[src/rtl/vend_pkg.sv]
// -----------------------------------------------------------------------------
// vend_pkg
//   Shared types and helpers for the vending front-end blocks.
//   - N_KEYS / KEY_CODE_W : number of item-select keys and width of an item code
//   - key_code_t          : item code 0..8 (9..15 never produced)
//   - key_vec_t           : one bit per key, 1 = pressed
//   - kp_state_t          : keypad encoder press-tracking FSM state
//   - is_single_key       : true when exactly one bit of a key vector is set
//   - key_index           : index of the highest set bit (meaningful for one-hot)
// -----------------------------------------------------------------------------
package vend_pkg;

    localparam int N_KEYS     = 9;
    localparam int KEY_CODE_W = 4;

    typedef logic [KEY_CODE_W-1:0] key_code_t;
    typedef logic [N_KEYS-1:0]     key_vec_t;

    typedef enum logic [1:0] {
        KP_IDLE    = 2'd0,
        KP_HELD    = 2'd1,
        KP_BLOCKED = 2'd2
    } kp_state_t;

    // v & (v-1) clears the lowest set bit; zero result with v != 0 means one-hot.
    function automatic logic is_single_key(input key_vec_t v);
        return (v != '0) && ((v & (v - key_vec_t'(1))) == '0);
    endfunction

    function automatic key_code_t key_index(input key_vec_t v);
        key_code_t idx;
        idx = '0;
        for (int i = 0; i < N_KEYS; i++) begin
            if (v[i]) begin
                idx = key_code_t'(i);
            end
        end
        return idx;
    endfunction

endpackage

[src/rtl/code_fifo.sv]
// -----------------------------------------------------------------------------
// code_fifo
//   Synchronous first-word-fall-through FIFO of item codes.
//   A write into an empty FIFO becomes visible on head the cycle after the
//   write edge (no same-cycle bypass).
// Ports
//   clk, rst_n : clock, asynchronous active-low reset (pointers/count cleared)
//   push       : write request; accepted when not full, or when full and a pop
//                happens on the same edge
//   push_data  : code to write
//   pop        : read request; ignored while empty
//   head       : oldest stored code (undefined content while empty)
//   full/empty : occupancy flags
//   count      : number of stored codes, 0..DEPTH
// -----------------------------------------------------------------------------
module code_fifo
    import vend_pkg::*;
#(
    parameter int DEPTH = 4
) (
    input  logic                     clk,
    input  logic                     rst_n,
    input  logic                     push,
    input  key_code_t                push_data,
    input  logic                     pop,
    output key_code_t                head,
    output logic                     full,
    output logic                     empty,
    output logic [$clog2(DEPTH):0]   count
);

    localparam int AW = $clog2(DEPTH);
    localparam logic [AW:0] DEPTH_CNT = (AW+1)'(DEPTH);

    key_code_t     mem [DEPTH];
    logic [AW-1:0] wr_ptr;
    logic [AW-1:0] rd_ptr;
    logic          do_push;
    logic          do_pop;

    assign empty   = (count == '0);
    assign full    = (count == DEPTH_CNT);
    assign do_pop  = pop && !empty;
    // When full, a simultaneous pop frees the slot being written.
    assign do_push = push && (!full || do_pop);
    assign head    = mem[rd_ptr];

    always_ff @(posedge clk) begin
        if (do_push) begin
            mem[wr_ptr] <= push_data;
        end
    end

    // DEPTH is a power of two, so pointer increments wrap naturally.
    always_ff @(posedge clk or negedge rst_n) begin
        if (!rst_n) begin
            wr_ptr <= '0;
            rd_ptr <= '0;
            count  <= '0;
        end else begin
            if (do_push) begin
                wr_ptr <= wr_ptr + AW'(1);
            end
            if (do_pop) begin
                rd_ptr <= rd_ptr + AW'(1);
            end
            case ({do_push, do_pop})
                2'b10:   count <= count + (AW+1)'(1);
                2'b01:   count <= count - (AW+1)'(1);
                default: count <= count;
            endcase
        end
    end

endmodule

[src/rtl/keypad_encoder.sv]
// -----------------------------------------------------------------------------
// keypad_encoder
//   Turns 9 raw item-select button lines into 4-bit item codes (0..8).
//   Keys are synchronised (2 flops), debounced, and a press-tracking FSM
//   accepts only clean single-key presses: exactly one code push or one
//   multi_err pulse per press-to-release episode. Codes queue in code_fifo.
//
//   Output handshake: code_o/code_valid present the FIFO head; a code is
//   consumed on every rising edge where code_valid && code_ready. code_ready
//   is ignored while code_valid is low, and code_o reads 0 when empty.
// Ports
//   clk, rst_n  : clock, asynchronous active-low reset
//   key_raw     : asynchronous button levels, bit i = item i, 1 = pressed
//   code_o      : FIFO head item code, 0 when FIFO empty
//   code_valid  : FIFO not empty
//   code_ready  : consumer accepts code_o
//   multi_err   : 1-cycle pulse, stable press with more than one key down
//   overflow    : 1-cycle pulse, accepted press dropped because FIFO full
//   state_dbg   : current press-tracking FSM state
//   level_dbg   : current FIFO occupancy
// -----------------------------------------------------------------------------
module keypad_encoder
    import vend_pkg::*;
#(
    parameter int DEBOUNCE_CYCLES = 4,
    parameter int FIFO_DEPTH      = 4
) (
    input  logic                          clk,
    input  logic                          rst_n,
    input  logic [N_KEYS-1:0]             key_raw,
    output logic [KEY_CODE_W-1:0]         code_o,
    output logic                          code_valid,
    input  logic                          code_ready,
    output logic                          multi_err,
    output logic                          overflow,
    output kp_state_t                     state_dbg,
    output logic [$clog2(FIFO_DEPTH):0]   level_dbg
);

    localparam int CNT_W = $clog2(DEBOUNCE_CYCLES);
    localparam logic [CNT_W-1:0] CNT_LAST = CNT_W'(DEBOUNCE_CYCLES - 1);

    key_vec_t         s1;
    key_vec_t         s2;
    key_vec_t         cand;
    key_vec_t         stable;
    logic [CNT_W-1:0] cnt;

    kp_state_t        state;
    kp_state_t        state_next;
    logic             push;
    logic             pop;
    key_code_t        push_code;
    key_code_t        fifo_head;
    logic             fifo_full;
    logic             fifo_empty;

    // Synchroniser and debouncer. A new candidate restarts the count; once the
    // candidate has been seen DEBOUNCE_CYCLES times in a row it becomes stable.
    always_ff @(posedge clk or negedge rst_n) begin
        if (!rst_n) begin
            s1     <= '0;
            s2     <= '0;
            cand   <= '0;
            stable <= '0;
            cnt    <= '0;
        end else begin
            s1 <= key_raw;
            s2 <= s1;
            if (s2 != cand) begin
                cand <= s2;
                cnt  <= '0;
            end else if (cnt != CNT_LAST) begin
                cnt <= cnt + CNT_W'(1);
            end else begin
                stable <= cand;
            end
        end
    end

    always_ff @(posedge clk or negedge rst_n) begin
        if (!rst_n) begin
            state <= KP_IDLE;
        end else begin
            state <= state_next;
        end
    end

    // Only the IDLE state reacts to a new press, so any later change of the
    // stable vector before full release produces neither a push nor an error.
    always_comb begin
        state_next = state;
        push       = 1'b0;
        multi_err  = 1'b0;
        push_code  = key_index(stable);
        case (state)
            KP_IDLE: begin
                if (stable != '0) begin
                    if (is_single_key(stable)) begin
                        push       = 1'b1;
                        state_next = KP_HELD;
                    end else begin
                        multi_err  = 1'b1;
                        state_next = KP_BLOCKED;
                    end
                end
            end
            KP_HELD, KP_BLOCKED: begin
                if (stable == '0) begin
                    state_next = KP_IDLE;
                end
            end
            default: state_next = KP_IDLE;
        endcase
    end

    assign code_valid = !fifo_empty;
    assign pop        = code_valid && code_ready;
    assign code_o     = fifo_empty ? '0 : fifo_head;
    // A same-edge pop makes room, so only an unserved full FIFO drops the code.
    assign overflow   = push && fifo_full && !pop;
    assign state_dbg  = state;

    code_fifo #(
        .DEPTH (FIFO_DEPTH)
    ) u_fifo (
        .clk       (clk),
        .rst_n     (rst_n),
        .push      (push),
        .push_data (push_code),
        .pop       (pop),
        .head      (fifo_head),
        .full      (fifo_full),
        .empty     (fifo_empty),
        .count     (level_dbg)
    );

endmodule

[config.mk]
export PLATFORM = sky130hd
export DESIGN_NAME = keypad_encoder
export DESIGN_NICKNAME = d
export VERILOG_FILES = /design/src/rtl/vend_pkg.sv /design/src/rtl/code_fifo.sv /design/src/rtl/keypad_encoder.sv
export SDC_FILE = /design/constraint.sdc
export NUM_CORES = 1
export LEC_CHECK = 0
export BUFFER_PORTS_ARGS = -buffer_cell sky130_fd_sc_hd__buf_2
export CORE_UTILIZATION = 60
export CTS_BUF_LIST = sky130_fd_sc_hd__clkbuf_8
export DETAILED_ROUTE_END_ITERATION = 7
export PLACE_DENSITY = 0.8
export SYNTH_ARGS = -nofsm -noshare
export SYNTH_HDL_FRONTEND = slang
export SYNTH_SLANG_ARGS = --single-unit
[constraint.sdc]
create_clock -name clk -period 2.75 [get_ports clk]
set_input_delay 0.1375 -clock clk [delete_from_list [all_inputs] [get_ports clk]]
set_output_delay 0.1375 -clock clk [all_outputs]
set_load 0.02 [all_outputs]
# Word level (Yosys, flattened, before mapping)
# Memory sizes are Yosys's and may differ from the RTL's.
# Index checks and enable logic that the tools add are counted.
# word_totals
mem_count,1
latch_bits,0
regBits,47
mem_bits_ro,0
output_inout_bits,12
word_cells,72
mem_bits_rw,16
inputBits,12
# classes
addsub,6
n_lt_le_gt_ge,0
bitwise,3
n_eq_ne,9
shift,0
mul,0
reduce_logical,20
div,0
mux,24
# mem_list
name,depth,word_bits,rd,rd_clocked_by_memory_dff,wr,line,text
u_fifo.mem,4,4,1,0,1,code_fifo.sv:35,key_code_t mem [DEPTH];
# op_table
operator,n
2-to-1 mux 4 bit,8
zero test 9 bit,2
2-to-1 mux 2 bit,5
bitwise AND 9 bit,1
2-to-1 mux 1 bit,9
!= test 9 bit,1
nonzero test 9 bit,1
"subtractor 9 x 1 -> 9 bit, second input constant",1
"adder 2 x 1 -> 2 bit, second input constant",3
logical AND 1 bit,6
"!= test 2 bit, second input constant",3
one-hot mux 3 bit (2 select lines),1
"equality test 2 x 1 -> 1 bit, second input constant",2
"equality test 2 bit, second input constant",2
one-hot mux 2 bit (2 select lines),1
AND reduction 2 bit,2
nonzero test 2 bit,2
"adder 3 x 1 -> 3 bit, second input constant",1
"equality test 3 bit, second input constant",1
zero test 1 bit,3
zero test 3 bit,1
"subtractor 3 x 1 -> 3 bit, second input constant",1
zero test 2 bit,1
NOT 1 bit,2
2 further kinds,2

# Longest topological paths before layout
# logic_depth
depth_word,10
depth_mapped,11
depth_no_buf,10

# Cells and area by module
# A second synthesis with hierarchy kept.
# hier_totals
hier_cells,182
hier_area_um2,2580.0
# modules_own_cells
mod,area_each_um2,cells_per_inst,instances,seq_area_each_um2
keypad_encoder,1567.8,123,1,1001.0
code_fifo,1012.2,59,1,655.6

# Worst setup path before layout
# No wires, ideal clock.
# synth_timing
path_kind,flip-flop to flip-flop
from,register stable[0]
to,register u_fifo.count[2]
t_arrival_ns,2.379
path_stages_with_launch,11
n_path_buf,1
required_ns,2.618
slack_ns,0.239
setup_ns,0.132
synth_period_minus_slack_ns,2.511
path_cell_list,dfrtp_1 > or3_1 > a2111o_1 > a21oi_4 > and2_1 > buf_6 > nor2_1 > fa_1 > nand2b_1 > o221ai_1 > nand3_1
# synth_via
elab_chain_len,10
word_cells_on_any_way,13
cone_classes,add/sub (1); eq/ne (2); mux (4); bitwise (1); reduce/logical (5)
# synth_rtl
item,line,text
"start, declared",keypad_encoder.sv:46,key_vec_t stable;
"start signal, assigned",keypad_encoder.sv:76,stable <= cand;
subtractor 9 x 1 -> 9 bit,vend_pkg.sv:27,return (v != '0) && ((v & (v - key_vec_t'(1))) == '0);
bitwise AND 9 bit,vend_pkg.sv:27,
zero test 9 bit,vend_pkg.sv:27,
logical AND 1 bit,vend_pkg.sv:27,
2-to-1 mux 1 bit,keypad_encoder.sv:99,if (is_single_key(stable)) begin
2-to-1 mux 1 bit *,keypad_encoder.sv:98,if (stable != '0) begin
2-to-1 mux 1 bit *,keypad_encoder.sv:96,case (state)
logical AND 1 bit *,code_fifo.sv:45,assign do_push = push && (!full || do_pop);
equality test 2 x 1 -> 1 bit / equality test 2 bit (equally long branches),code_fifo.sv:67,"case ({do_push, do_pop})"
one-hot mux 3 bit (2 select lines) / nonzero test 2 bit (equally long branches),-,
"end signal, assigned",code_fifo.sv:68,2'b10: count <= count + (AW+1)'(1);
"end signal, assigned",code_fifo.sv:69,2'b01: count <= count - (AW+1)'(1);
"end signal, assigned",code_fifo.sv:70,default: count <= count;
"end, declared",code_fifo.sv:29,output logic [$clog2(DEPTH):0] count
# Every way passes the cells marked *; elsewhere a longest branch is shown, timed or not.
# A chain may end at the register's enable or synchronous reset.

# Worst setup path after layout
# Ends and elaborated chain as after synthesis.

==> flow_metrics.env <==
export IMPL_synthTopCellsByArea="dfrtp_1, edfxtp_1, mux2_2"
export IMPL_grt_usage_pct=21.1
export IMPL_whs_ns=-0.0213
export IMPL_worstPathArrival_ns=2.76
export IMPL_setup_violations=0
export IMPL_cp_end_kind="register"
export IMPL_dp_hpwl_um=2790
export IMPL_fill_cells=254
export IMPL_cts_htree_levels=3
export IMPL_slew_violations=0
export IMPL_synth_top_area_share_pct=44.4
export IMPL_p_per_area_nw_per_um2=774
export IMPL_grt_max_degree=48
export IMPL_numClockSinks=63
export IMPL_clk_latency_ns=0.33
export IMPL_synth_top_area_cell="dfrtp_1"
export IMPL_vias_per_cell=5.53
export IMPL_fin_crit_ns=2.54
export IMPL_cts_buffers=9
export IMPL_synth_area_per_cell_sq_um=13.2
export IMPL_r2r_end="u_fifo.count[2]"
export IMPL_overflow=0
export IMPL_finClkSkew_ns=0.00931
export IMPL_syn2layout_area_growth_pct=17.0
export IMPL_multi_input_area_sq_um=893
export IMPL_wl_um=4120
export IMPL_crit_type="register to register"
export IMPL_synth_area_sq_um=2650
export IMPL_fin_crit_sh_pct=92.3
export IMPL_slowest_delay_ns=0.42
export IMPL_fp_dieH_um=68.5
export IMPL_numPortBuffers=23
export IMPL_fin_nets=251
export IMPL_synth_edff_count=16
export IMPL_p_leak_nw=1.37
export IMPL_first_pass_iters=4
export IMPL_start_kind="register"
export IMPL_via_count=1587
export IMPL_place_congestion=0.799
export IMPL_wl_per_cell_um=14.3
export IMPL_worstMarginPinSlew_ns=1.01
export IMPL_seq_area_sq_um=1660
export IMPL_antenna_found_initial=0
export IMPL_maxCapViolations=0
export IMPL_power_mw=2.40
export IMPL_fp_coreArea_sq_um=4120
export IMPL_hold_path_class="input pin to async pin"
export IMPL_cts_buffer_depth=2
export IMPL_clk_pin_slew_ns=0.07
export IMPL_synth_distinct_cells=38
export IMPL_syn_num_nets=220
export IMPL_drcViolationCount=0
export IMPL_relSlewSlack_pct=32.8
export IMPL_hold_viol=47
export IMPL_io_pin_count=24
export IMPL_cp_slowest_cell="dfrtp_1"
export IMPL_cts_tree="built"
export IMPL_status="complete, but fails checks"
export IMPL_dr_first_iter_drc_count=57
export IMPL_reg2regPathDepth=9
export IMPL_diodes=0
export IMPL_fmax_mhz=394
export IMPL_yosys_register_bits=63
export IMPL_drive_gt1_share_pct=25.7
export IMPL_initial_core_util_pct=64.4
export IMPL_synth_ff_type="dfrtp_1"
export IMPL_row_count=23
export IMPL_tns_ns=0
export IMPL_post_route_util_pct=75.4
export IMPL_grt_pass1_wl_um=6640
export IMPL_synthArstFlopShare_pct=74.6
export IMPL_yosysMostFrequentCell="dfrtp_1"
export IMPL_cp_required_ns=2.97
export IMPL_ir_worst_vdd_uv=447
export IMPL_yosysSeqAreaShare_pct=62.5
export IMPL_first_global_vias=1548
export IMPL_rrSetupSlack_ns=0.21
export IMPL_fp_dieW_um=68.5
export IMPL_violations="hold timing"
export IMPL_path_cells="or3_1 > a2111o_1 > a21oi_4 > and2_4 > nor2_1 > fa_1 > nand2b_1 > o221ai_1 > nand3_1"
export IMPL_cts_root_buf="clkbuf_8"
export IMPL_syn_inst=201
export IMPL_yosys_top_cells_count="dfrtp_1, edfxtp_1, clkbuf_1, inv_1, nor2_1"
export IMPL_ys_warnings_count=0
export IMPL_r2r_start="stable[0]"
export IMPL_ant_nets=0
export IMPL_crit_fanout=5
export IMPL_die_area_sq_um=4690
==> cell families after synthesis <==
logic type | Yosys count | synth area share (%)
DFF | 63 | 62.5
muxes | 16 | 8.35
xor gates and xnor gates | 15 | 5.24
buffers and inverters | 28 | 4.29
AOI/OAI and AO/OA | 25 | 6.98
adders and majority gates | 8 | 3.96
and+or+nand+nor | 46 | 8.68
==> worst max-delay path, delay by kind of cell (launching register included) <==
family	cells	cell delay [ns]
flops	1	0.42
simple gates	5	0.88
compound gates	3	0.74
fa+ha+maj	1	0.38
==> cell usage in the layout, fill, tap and decap left out, types with 8 or more instances in the layout <==
master	n
and2_1	8
buf_2	23
clkbuf_8	9
dfrtp_1	47
dlygate4sd3_1	9
edfxtp_1	16
inv_1	14
mux2_2	9
nor2_1	11
xor2_1	9
==> layout make-up <==
type	count	area share [%]
Clock buffer	9	3.99
Clock inverter	7	2.86
Inverter	13	1.57
Multi-Input combinational cell	110	28.8
Sequential cell	63	53.4
Tap cell	50	2.02
Timing Repair Buffer	35	7.34
==> worst max path at each step <==
stage / from / to / slack (ns)
5_1_grt: stable[0] / u_fifo.count[2] / -0.01
3_5_place_dp: stable[1] / u_fifo.count[2] / 0.15
6_report: stable[0] / u_fifo.count[2] / 0.21
2_1_floorplan: stable[0] / u_fifo.count[2] / 0.24
4_1_cts: stable[1] / u_fifo.count[2] / 0.12
3_3_place_gp: stable[1] / u_fifo.count[2] / 0.28
==> registers in the layout, indices dropped and copies added, names as in the netlist <==
register	count
u_fifo.count	3
cand	9
state_dbg	2
s1	9
u_fifo.wr_ptr	2
stable	9
u_fifo.rd_ptr	2
u_fifo.mem	16
s2	9
cnt	2
==> what timing repair did <==
action / CTS / global route
gates resized for setup: 0 / 3
setup endpoints to repair: 0 / 2
endpoints found under the hold margin: 9 / 0
hold buffers: 9 / 0
buffers inserted: 0 / 2
==> report_power, final <==
part | switching, mW | internal [mW]
clock network | 0.342 | 0.503
logic | 0.277 | 0.192
registers | 0.0792 | 1.01
total | 0.699 | 1.70
==> metal layers <==
layer | track usage (%) | share of wire, %
met1 | 22.1 | 42
met3 | 6.50 | 3.8
met5 | 0 | 0
met4 | 13.8 | 3.3
met2 | 36.2 | 51
==> through the flow <==
| step | cell area [sq um] | cells | worst slack (ns) | hold slack [ns] |
|---|---|---|---|---|
| floorplan | 2650 | 201 | 0.239 | -0.158 |
| finish | 3100 | 287 | 0.211 | -0.0213 |
| global route | 3100 | 287 | -0.0105 | 0.0546 |
| global placement | 2770 | 260 | 0.279 | 0.246 |
| detailed placement | 2770 | 260 | 0.148 | 0.247 |
| CTS | 3070 | 285 | 0.123 | 0.00589 |
Note: power is estimated with default switching activity, not from simulation.
